`src/rtl/gate_bist_pkg.sv`:
```
// gate_bist_pkg
//   Shared definitions for the gate-block BIST engine: FSM state encoding,
//   vector count, gate bit positions used in the mismatch mask and the
//   vector-index to stimulus mapping.
//   Ports: none (package).
package gate_bist_pkg;

   typedef enum logic [2:0] {
      ST_IDLE   = 3'd0,
      ST_APPLY  = 3'd1,
      ST_SETTLE = 3'd2,
      ST_CHECK  = 3'd3,
      ST_DONE   = 3'd4
   } state_e;

   localparam int NUM_VECTORS = 4;
   localparam int NUM_GATES   = 7;

   localparam logic [1:0] LAST_VEC = 2'(NUM_VECTORS - 1);

   // Bit positions inside the 7-bit response / expected / mismatch vectors.
   localparam int GB_NOT  = 0;
   localparam int GB_AND  = 1;
   localparam int GB_NAND = 2;
   localparam int GB_OR   = 3;
   localparam int GB_NOR  = 4;
   localparam int GB_XOR  = 5;
   localparam int GB_XNOR = 6;

   // Vector order 0..3 is (a,b) = 00, 10, 01, 11: a is the index LSB.
   function automatic logic vec_a(input logic [1:0] idx);
      return idx[0];
   endfunction

   function automatic logic vec_b(input logic [1:0] idx);
      return idx[1];
   endfunction

endpackage

```
`src/rtl/gate_bist_ref.sv`:
```
// gate_bist_ref
//   Combinational expected-value model of the basic gate block.
//   Ports:
//     a, b      : gate inputs
//     expected  : 7 expected gate outputs, bit order not/and/nand/or/nor/xor/xnor
module gate_bist_ref
   import gate_bist_pkg::*;
(
   input  logic                 a,
   input  logic                 b,
   output logic [NUM_GATES-1:0] expected
);

   always_comb begin
      expected          = '0;
      expected[GB_NOT]  = ~a;
      expected[GB_AND]  = a & b;
      expected[GB_NAND] = ~(a & b);
      expected[GB_OR]   = a | b;
      expected[GB_NOR]  = ~(a | b);
      expected[GB_XOR]  = a ^ b;
      expected[GB_XNOR] = ~(a ^ b);
   end

endmodule

```
`src/rtl/gate_bist.sv`:
```
// gate_bist
//   Built-in self-test engine for the basic gate block. Walks the four input
//   vectors, waits SETTLE_CYCLES after applying each, checks all seven gate
//   responses and reports pass, first failing vector, mismatch mask and the
//   number of failing vectors.
//   Optional feature: define GATE_BIST_ABORT_EN to stop at the first failing
//   vector instead of checking all four.
//   Ports:
//     clk, rst_n          : clock, asynchronous active-low reset
//     start               : begin a run (sampled only when idle)
//     in_a, in_b          : registered stimulus to the gate block
//     *_gate_out          : seven gate responses
//     busy, done          : run in progress / one-cycle end-of-run pulse
//     pass, fail_vec,
//     fail_mask, err_cnt  : results of the last run, held until next start
module gate_bist
   import gate_bist_pkg::*;
#(
   parameter int SETTLE_CYCLES = 4
) (
   input  logic                 clk,
   input  logic                 rst_n,
   input  logic                 start,
   output logic                 in_a,
   output logic                 in_b,
   input  logic                 not_gate_out,
   input  logic                 and_gate_out,
   input  logic                 nand_gate_out,
   input  logic                 or_gate_out,
   input  logic                 nor_gate_out,
   input  logic                 xor_gate_out,
   input  logic                 xnor_gate_out,
   output logic                 busy,
   output logic                 done,
   output logic                 pass,
   output logic [1:0]           fail_vec,
   output logic [NUM_GATES-1:0] fail_mask,
   output logic [2:0]           err_cnt
);

   // Settle counter runs 0..SETTLE_CYCLES-1; it is never entered when
   // SETTLE_CYCLES is 0, so a minimal 1-bit counter is kept in that case.
   localparam int CNT_W = (SETTLE_CYCLES > 1) ? $clog2(SETTLE_CYCLES) : 1;
   localparam logic [CNT_W-1:0] SETTLE_LAST =
      (SETTLE_CYCLES > 0) ? CNT_W'(SETTLE_CYCLES - 1) : '0;

   state_e               state_q, state_d;
   logic [1:0]           idx_q, idx_d;
   logic [CNT_W-1:0]     cnt_q, cnt_d;
   logic                 in_a_q, in_a_d;
   logic                 in_b_q, in_b_d;
   logic                 pass_q, pass_d;
   logic [1:0]           fail_vec_q, fail_vec_d;
   logic [NUM_GATES-1:0] fail_mask_q, fail_mask_d;
   logic [2:0]           err_cnt_q, err_cnt_d;

   logic [NUM_GATES-1:0] resp;
   logic [NUM_GATES-1:0] expected;
   logic [NUM_GATES-1:0] mismatch;
   logic                 any_mis;
   logic                 abort_now;

   always_comb begin
      resp          = '0;
      resp[GB_NOT]  = not_gate_out;
      resp[GB_AND]  = and_gate_out;
      resp[GB_NAND] = nand_gate_out;
      resp[GB_OR]   = or_gate_out;
      resp[GB_NOR]  = nor_gate_out;
      resp[GB_XOR]  = xor_gate_out;
      resp[GB_XNOR] = xnor_gate_out;
   end

   // Expected values follow the stimulus actually being driven.
   gate_bist_ref u_ref (
      .a        (in_a_q),
      .b        (in_b_q),
      .expected (expected)
   );

   for (genvar gi = 0; gi < NUM_GATES; gi++) begin : g_mis
      assign mismatch[gi] = resp[gi] ^ expected[gi];
   end

   assign any_mis = |mismatch;

`ifdef GATE_BIST_ABORT_EN
   assign abort_now = any_mis;
`else
   assign abort_now = 1'b0;
`endif

   always_comb begin
      state_d     = state_q;
      idx_d       = idx_q;
      cnt_d       = cnt_q;
      in_a_d      = in_a_q;
      in_b_d      = in_b_q;
      pass_d      = pass_q;
      fail_vec_d  = fail_vec_q;
      fail_mask_d = fail_mask_q;
      err_cnt_d   = err_cnt_q;

      case (state_q)
         ST_IDLE: begin
            if (start) begin
               state_d     = ST_APPLY;
               idx_d       = '0;
               pass_d      = 1'b0;
               fail_vec_d  = '0;
               fail_mask_d = '0;
               err_cnt_d   = '0;
            end
         end

         ST_APPLY: begin
            in_a_d  = vec_a(idx_q);
            in_b_d  = vec_b(idx_q);
            cnt_d   = '0;
            state_d = (SETTLE_CYCLES == 0) ? ST_CHECK : ST_SETTLE;
         end

         ST_SETTLE: begin
            if (cnt_q == SETTLE_LAST) begin
               state_d = ST_CHECK;
            end else begin
               cnt_d = cnt_q + 1'b1;
            end
         end

         ST_CHECK: begin
            if (any_mis) begin
               fail_mask_d = fail_mask_q | mismatch;
               err_cnt_d   = err_cnt_q + 3'd1;
               // No earlier failing vector in this run yet.
               if (err_cnt_q == 3'd0) begin
                  fail_vec_d = idx_q;
               end
            end
            if ((idx_q == LAST_VEC) || abort_now) begin
               // Pass is resolved on entry to DONE so it is valid with done.
               state_d = ST_DONE;
               pass_d  = (err_cnt_q == 3'd0) && !any_mis;
            end else begin
               idx_d   = idx_q + 2'd1;
               state_d = ST_APPLY;
            end
         end

         ST_DONE: begin
            state_d = ST_IDLE;
         end

         default: begin
            state_d = ST_IDLE;
         end
      endcase
   end

   always_ff @(posedge clk or negedge rst_n) begin
      if (!rst_n) begin
         state_q     <= ST_IDLE;
         idx_q       <= '0;
         cnt_q       <= '0;
         in_a_q      <= 1'b0;
         in_b_q      <= 1'b0;
         pass_q      <= 1'b0;
         fail_vec_q  <= '0;
         fail_mask_q <= '0;
         err_cnt_q   <= '0;
      end else begin
         state_q     <= state_d;
         idx_q       <= idx_d;
         cnt_q       <= cnt_d;
         in_a_q      <= in_a_d;
         in_b_q      <= in_b_d;
         pass_q      <= pass_d;
         fail_vec_q  <= fail_vec_d;
         fail_mask_q <= fail_mask_d;
         err_cnt_q   <= err_cnt_d;
      end
   end

   assign in_a      = in_a_q;
   assign in_b      = in_b_q;
   assign busy      = (state_q == ST_APPLY) || (state_q == ST_SETTLE) ||
                      (state_q == ST_CHECK);
   assign done      = (state_q == ST_DONE);
   assign pass      = pass_q;
   assign fail_vec  = fail_vec_q;
   assign fail_mask = fail_mask_q;
   assign err_cnt   = err_cnt_q;

endmodule

```
`config.mk`:
```
export PLATFORM = sky130hd
export DESIGN_NAME = gate_bist
export DESIGN_NICKNAME = d
export VERILOG_FILES = /design/src/rtl/gate_bist_pkg.sv /design/src/rtl/gate_bist_ref.sv /design/src/rtl/gate_bist.sv
export SDC_FILE = /design/constraint.sdc
export NUM_CORES = 1
export LEC_CHECK = 0
export CORE_AREA = 2 2 67 81
export DETAILED_ROUTE_END_ITERATION = 10
export DIE_AREA = 0 0 69 83
export GPL_TIMING_DRIVEN = 0
export PLACE_DENSITY = 0.41
export SYNTH_ARGS = -nofsm -noshare
export SYNTH_HDL_FRONTEND = slang
export SYNTH_HIERARCHICAL = 1
export SYNTH_SLANG_ARGS = --single-unit
```
`constraint.sdc`:
```
create_clock -name clk -period 2.7 [get_ports clk]
set_input_delay 0.81 -clock clk [delete_from_list [all_inputs] [get_ports clk]]
set_output_delay 0.81 -clock clk [all_outputs]
set_load 0.005 [all_outputs]
```
Word-level counts from Yosys, hierarchy flattened --
Cells that the tools add are included. W data, S select, Z words.
Cells by class: $add $sub $neg 3, equality and inequality tests 13, mux-type cells 21, bitwise logic cells 15, reductions and logical operators 15
Operators with widths (count):
- $mux W3 | 5
- $mux W7 | 2
- $ne A2 B2 Y1 const B | 7
- $pmux W7 S2 | 1
- $pmux W2 S2 | 3
- $pmux W3 S4 | 1
- $mux W2 | 5
- $reduce_and A3 Y1 | 3
- $xor A1 B1 Y1 | 8
- $or A7 B7 Y7 | 1
- $reduce_or A7 Y1 | 1
- $eq A3 B2 Y1 const B | 2
- $logic_not A3 Y1 | 2
- $pmux W3 S2 | 1
- $add A2 B1 Y2 const B | 2
- $eq A2 B2 Y1 const B | 2
- $not A1 Y1 | 4
- $reduce_and A2 Y1 | 2
- $reduce_and A4 Y1 | 1
- $reduce_bool A2 Y1 | 2
- $add A3 B1 Y3 const B | 1
- $eq A3 B1 Y1 const B | 1
- $eq A3 B3 Y1 const B | 1
- $logic_or A1 B1 Y1 | 2
- 6 further kinds | 7
Word-level totals: register bits 22, input bits 10, logic and storage cells 76

Longest topological paths before layout --
word-level depth 8, depth in mapped cells 8

Hierarchy --
The synthesis kept the hierarchy.
By module, submodules not included:
- gate_bist | instances 1, cells each 108, area an instance 1127.3 µm², seq. area each 550.5 µm²
- gate_bist_ref | instances 1, cells each 9, area an instance 68.8 µm², seq. area each 0.0 µm²

Worst setup path before layout --
Ideal clock, no wire load.
path type flip-flop to flip-flop, start point register in_a_q (netlist: in_a), end point register err_cnt_q[0] (netlist: err_cnt[0]), arrival 2.229 ns, data required time 2.575 ns, path slack 0.347 ns, stages on the path, launching flop included 8, buffers on the path 0, clock period less this slack 2.353 ns, path through dfrtp_1 -> inv_1 -> ha_1 -> xor2_1 -> or4_4 -> o41ai_4 -> nor2_2 -> mux2_2
On the way: elaborated cells on any way between the ends 17, those cells by class 1 x eq/ne; 14 x bitwise; 2 x reduce/logical
RTL lines:
- start: declaration | line gate_bist.sv:50 | logic in_a_q, in_a_d;
- start signal: assignment | line gate_bist.sv:175 | in_a_q <= in_a_d;
- $not A1 Y1 | line gate_bist_ref.sv:16 | expected[GB_NOT] = ~a;
- via expected[0] | line gate_bist.sv:58 | logic [NUM_GATES-1:0] expected;
- $xor A1 B1 Y1 | line gate_bist.sv:82 | assign mismatch[gi] = resp[gi] ^ expected[gi];
- $reduce_or A7 Y1 | line gate_bist.sv:85 | assign any_mis = |mismatch;
- $ne A2 B2 Y1 (no line)
- $reduce_and A3 Y1 (no line)
- end signal: assignment | line gate_bist.sv:180 | err_cnt_q <= err_cnt_d;
- end: declaration | line gate_bist.sv:55 | logic [2:0] err_cnt_q, err_cnt_d;
The timed path passes the listed nets, and every way through them passes these cells. A chain may end at the register's enable or synchronous reset.

Worst setup path after layout --
start point input and_gate_out, end point register err_cnt_q[0] (netlist: err_cnt[0])
On the way: word-level cells in the longest chain between the ends 4
Ends and longest elaborated chain:
- start: declaration | line gate_bist.sv:27 | input logic and_gate_out,
- $xor A1 B1 Y1 | line gate_bist.sv:82
- $reduce_or A7 Y1 | line gate_bist.sv:85
- $ne A2 B2 Y1 (no line)
- $reduce_and A3 Y1 (no line)
No other way between the ends.

==> results by group <==
Status
  – Status: complete, no violations

Timing
  – Slew at the pin with the worst max-slew slack: 1050 ps
  – Final setup fails: 0
  – Crit path time final: around 2600 ps
  – Slew Viols, Final: 0
  – Layout Skew: between 1 and 1.5 ps
  – RSZ-0062 raised after global routing: no
  – Setup tns final: 0 ps
  – Final Hold Fails: 0
  – Max_slew headroom: approximately 30%
  – Fin worst setup slack: approximately 110 ps
  – Peak Freq: a little under 400 MHz
  – Final worst-path cycle share: a little over nine tenths

Drt
  – Residual DRC: 0
  – Final WL: about 2700 um
  – Post-route ant nets: 0
  – Via density: 4.46
  – DR iter-0 viols: 7
  – First-pass iteration count of the detailed router: 4
  – Routed length per instance: 13.1 um
  – Total number of vias: around 920

Cells and area
  – Non-filler cells, final: 206
  – Nets: 166
  – Design area: between 1500 and 2000 sq um
  – Fill cells: ~520
  – Ant. Diodes: 0
  – Area grow syn2layout: 31.8%
  – Layout cells sized above 1: roughly 11%

Floorplan
  – Die X: 69 um
  – Rows: 28
  – Die height: around 83 um
  – Die footprint: between 5000 and 6000 sq um
  – I/O pins: 27
  – Core box area: 4900 sq um
  – Starting density of the core: around a quarter

Clocking
  – CTS Buf Count: 3
  – # hold bufs at CTS: 0
  – Clock sinks: 22
  – CTS tree: done
  – Root buf cell: clkbuf_8
  – Worst-skew pair later-pin latency: between 200 and 300 ps
  – # H-tree levels: 1
  – Clock-pin slew on the worst setup and hold paths: 80 ps
  – Clock buffer depth: 2
  – Postcts setup bufs: 0

Synth
  – Post-Syn Instances: 117
  – Top-count cell post-synth: dfrtp_1
  – Syn Area/Cell: roughly 10 sq um
  – Post-Syn Area: around 1200 sq um
  – Post-Syn Nets: between 100 and 150
  – Yosys warns: 6
  – Post-synth top area cell: dfrtp_1
  – Cell variety after synth: 30
  – EDFF count, synth: 0
  – Commonest cells post-synth: dfrtp_1, nor2_1, ha_1, inv_1, nand2_1
  – Ys async rst share: 100%
  – Sequential area share after synthesis: 46.0%
  – Predominant post-synthesis flop cell: dfrtp_1
  – Yosys top cell area share: 46.0%
  – Seq cells post-synth: 22
  – Synth area leaders: dfrtp_1, ha_1, nor2_1

Setup path
  – CP Capture Type: register
  – Worst Path Max Fanout: 7
  – Worst Setup SP: and_gate_out
  – Req. time, crit path: 2860 ps
  – Crit path launch type: primary input
  – Reg-to-reg critical path startpoint: in_a$_DFFE_PN0P_
  – CP arrival: around 2800 ps
  – WS Path Type: primary input to register

Placement
  – Placed cell area: ~1500 sq um
  – DP Cell Count: approximately 200
  – IO Port Bufs: 26
  – Detailed placement HPWL: 2020 um
  – Post-Place Setup Slack: -283 ps
  – RD Place Congestion: roughly 0.69

Global route
  – First-pass GRT wire length: about 4700 um
  – Initial antenna violation count: 0
  – Via count of the first global-routing pass: ~970
  – Grt total ovfl: 0
  – All-Layer GR Usage: between 10 and 15%
  – Largest net degree at the start of global routing: 23

Pwr
  – Peak supply drop: between 300 and 400 uV
  – Switching part of the total power: a little under 40%
  – Pint: approximately 1.0 mW
  – Combinational share of power: between 50% and 60%
  – Clk pwr share: between 10% and 20%
  – Sequential Power Share: about a third
  – Power, Total: about 1.7 mW
  – Pwr dens: around 1100 nW/um^2
  – Leakage: between 0.7 and 0.8 nW
  – Sw power: roughly 0.67 mW

Min path
  – Hold Startpoint: pass$_DFFE_PN0P_
  – Worst hold path class: register to register

Run
  – Max Cap Viol: 0
## cell type report
cell class,instances,area [sq um],area share (%)
multi-input combinational,82,599,38.0
sequential,22,551,34.9
timing repair buffer,26,260,16.5
tap,60,75.1,4.76
clock buffer,3,41.3,2.62
inverter,8,30.0,1.90
buffer,5,20.0,1.27
## sequential cells by signal, indices dropped and copies added, names as in the netlist
| register | flops |
|---|---|
| cnt_q | 2 |
| fail_mask | 7 |
| err_cnt | 3 |
| pass | 1 |
| in_b | 1 |
| idx_q | 2 |
| in_a | 1 |
| state_q | 3 |
| fail_vec | 2 |
## power by group through the flow
stage                     Clock (mW)  Sequential, mW  Combinational, mW
after floorplan                    0           0.545              0.597
after global routing           0.232           0.576               1.04
after CTS                      0.223           0.555              0.934
after global placement             0           0.553              0.917
final                          0.212           0.554              0.920
after detailed placement           0           0.561              0.929
## repair_timing
item	4_1_cts	5_1_grt
setup endpoints to repair	0	4
hold endpoints to repair	0	0
gates resized for setup	0	1
## final timing paths
path / to / slack (ps) / cells past startpoint
worst max-delay path: err_cnt[0]$_DFFE_PN0P_ / 110 / 6
worst min-delay path: pass$_DFFE_PN0P_ / 480 / 2
worst max register to register: err_cnt[0]$_DFFE_PN0P_ / 180 / 7
worst min register to register: pass$_DFFE_PN0P_ / 480 / 2
max in group asynchronous: fail_mask[3]$_DFFE_PN0P_ / 960 / 1
min in group asynchronous: state_q[1]$_DFFE_PN0P_ / 1110 / 1
## metrics by stage
stage / util [%] / hold WS [ps]
after floorplan: - / 472
after global placement: 31.2 / 470
after detailed placement: 31.2 / 473
after CTS: 32.1 / 493
after global routing: 32.1 / 534
final: 32.1 / 483
## per-layer routing
layer	GRT usage [%]	up-vias	part of all wire (%)
met5	0	-	0
met4	4.81	0	2.3
met3	1.46	5	2.1
met2	17.7	10	52
met1	11.9	446	43
li1	-	458	-
## cells in the final DEF, fill, tap and decap left out, drive strengths merged, types with 3 or more instances in the layout
cell type,count
clkdlybuf4s50,26
dfrtp,22
nor2,17
inv,8
nand2,8
ha,8
clkbuf,7
a21oi,6
o21ai,5
xor2,5
nor2b,4
mux2,4
a22o,4
xnor2,3
## kinds of logic (layout without fill, tap and decap cells)
kind of cell	after synthesis	in the layout	synth area share [%]
AO/OA/AOI/OAI	22	22	14.2
XOR/XNOR	8	8	5.86
adder cells (fa/ha/maj)	8	8	8.37
buffers and inverters	13	42	4.18
flip-flops	22	22	46.0
multiplexers	5	5	4.60
AND/OR/NAND/NOR	39	39	16.7
## worst max-delay path: stages
cell	delay, ps
clkdlybuf4s50_1	420
xor2_1	160
or4_4	560
o41ai_4	420
nor2_2	90
mux2_2	280
No activity file was read; power rests on OpenSTA's default activity.
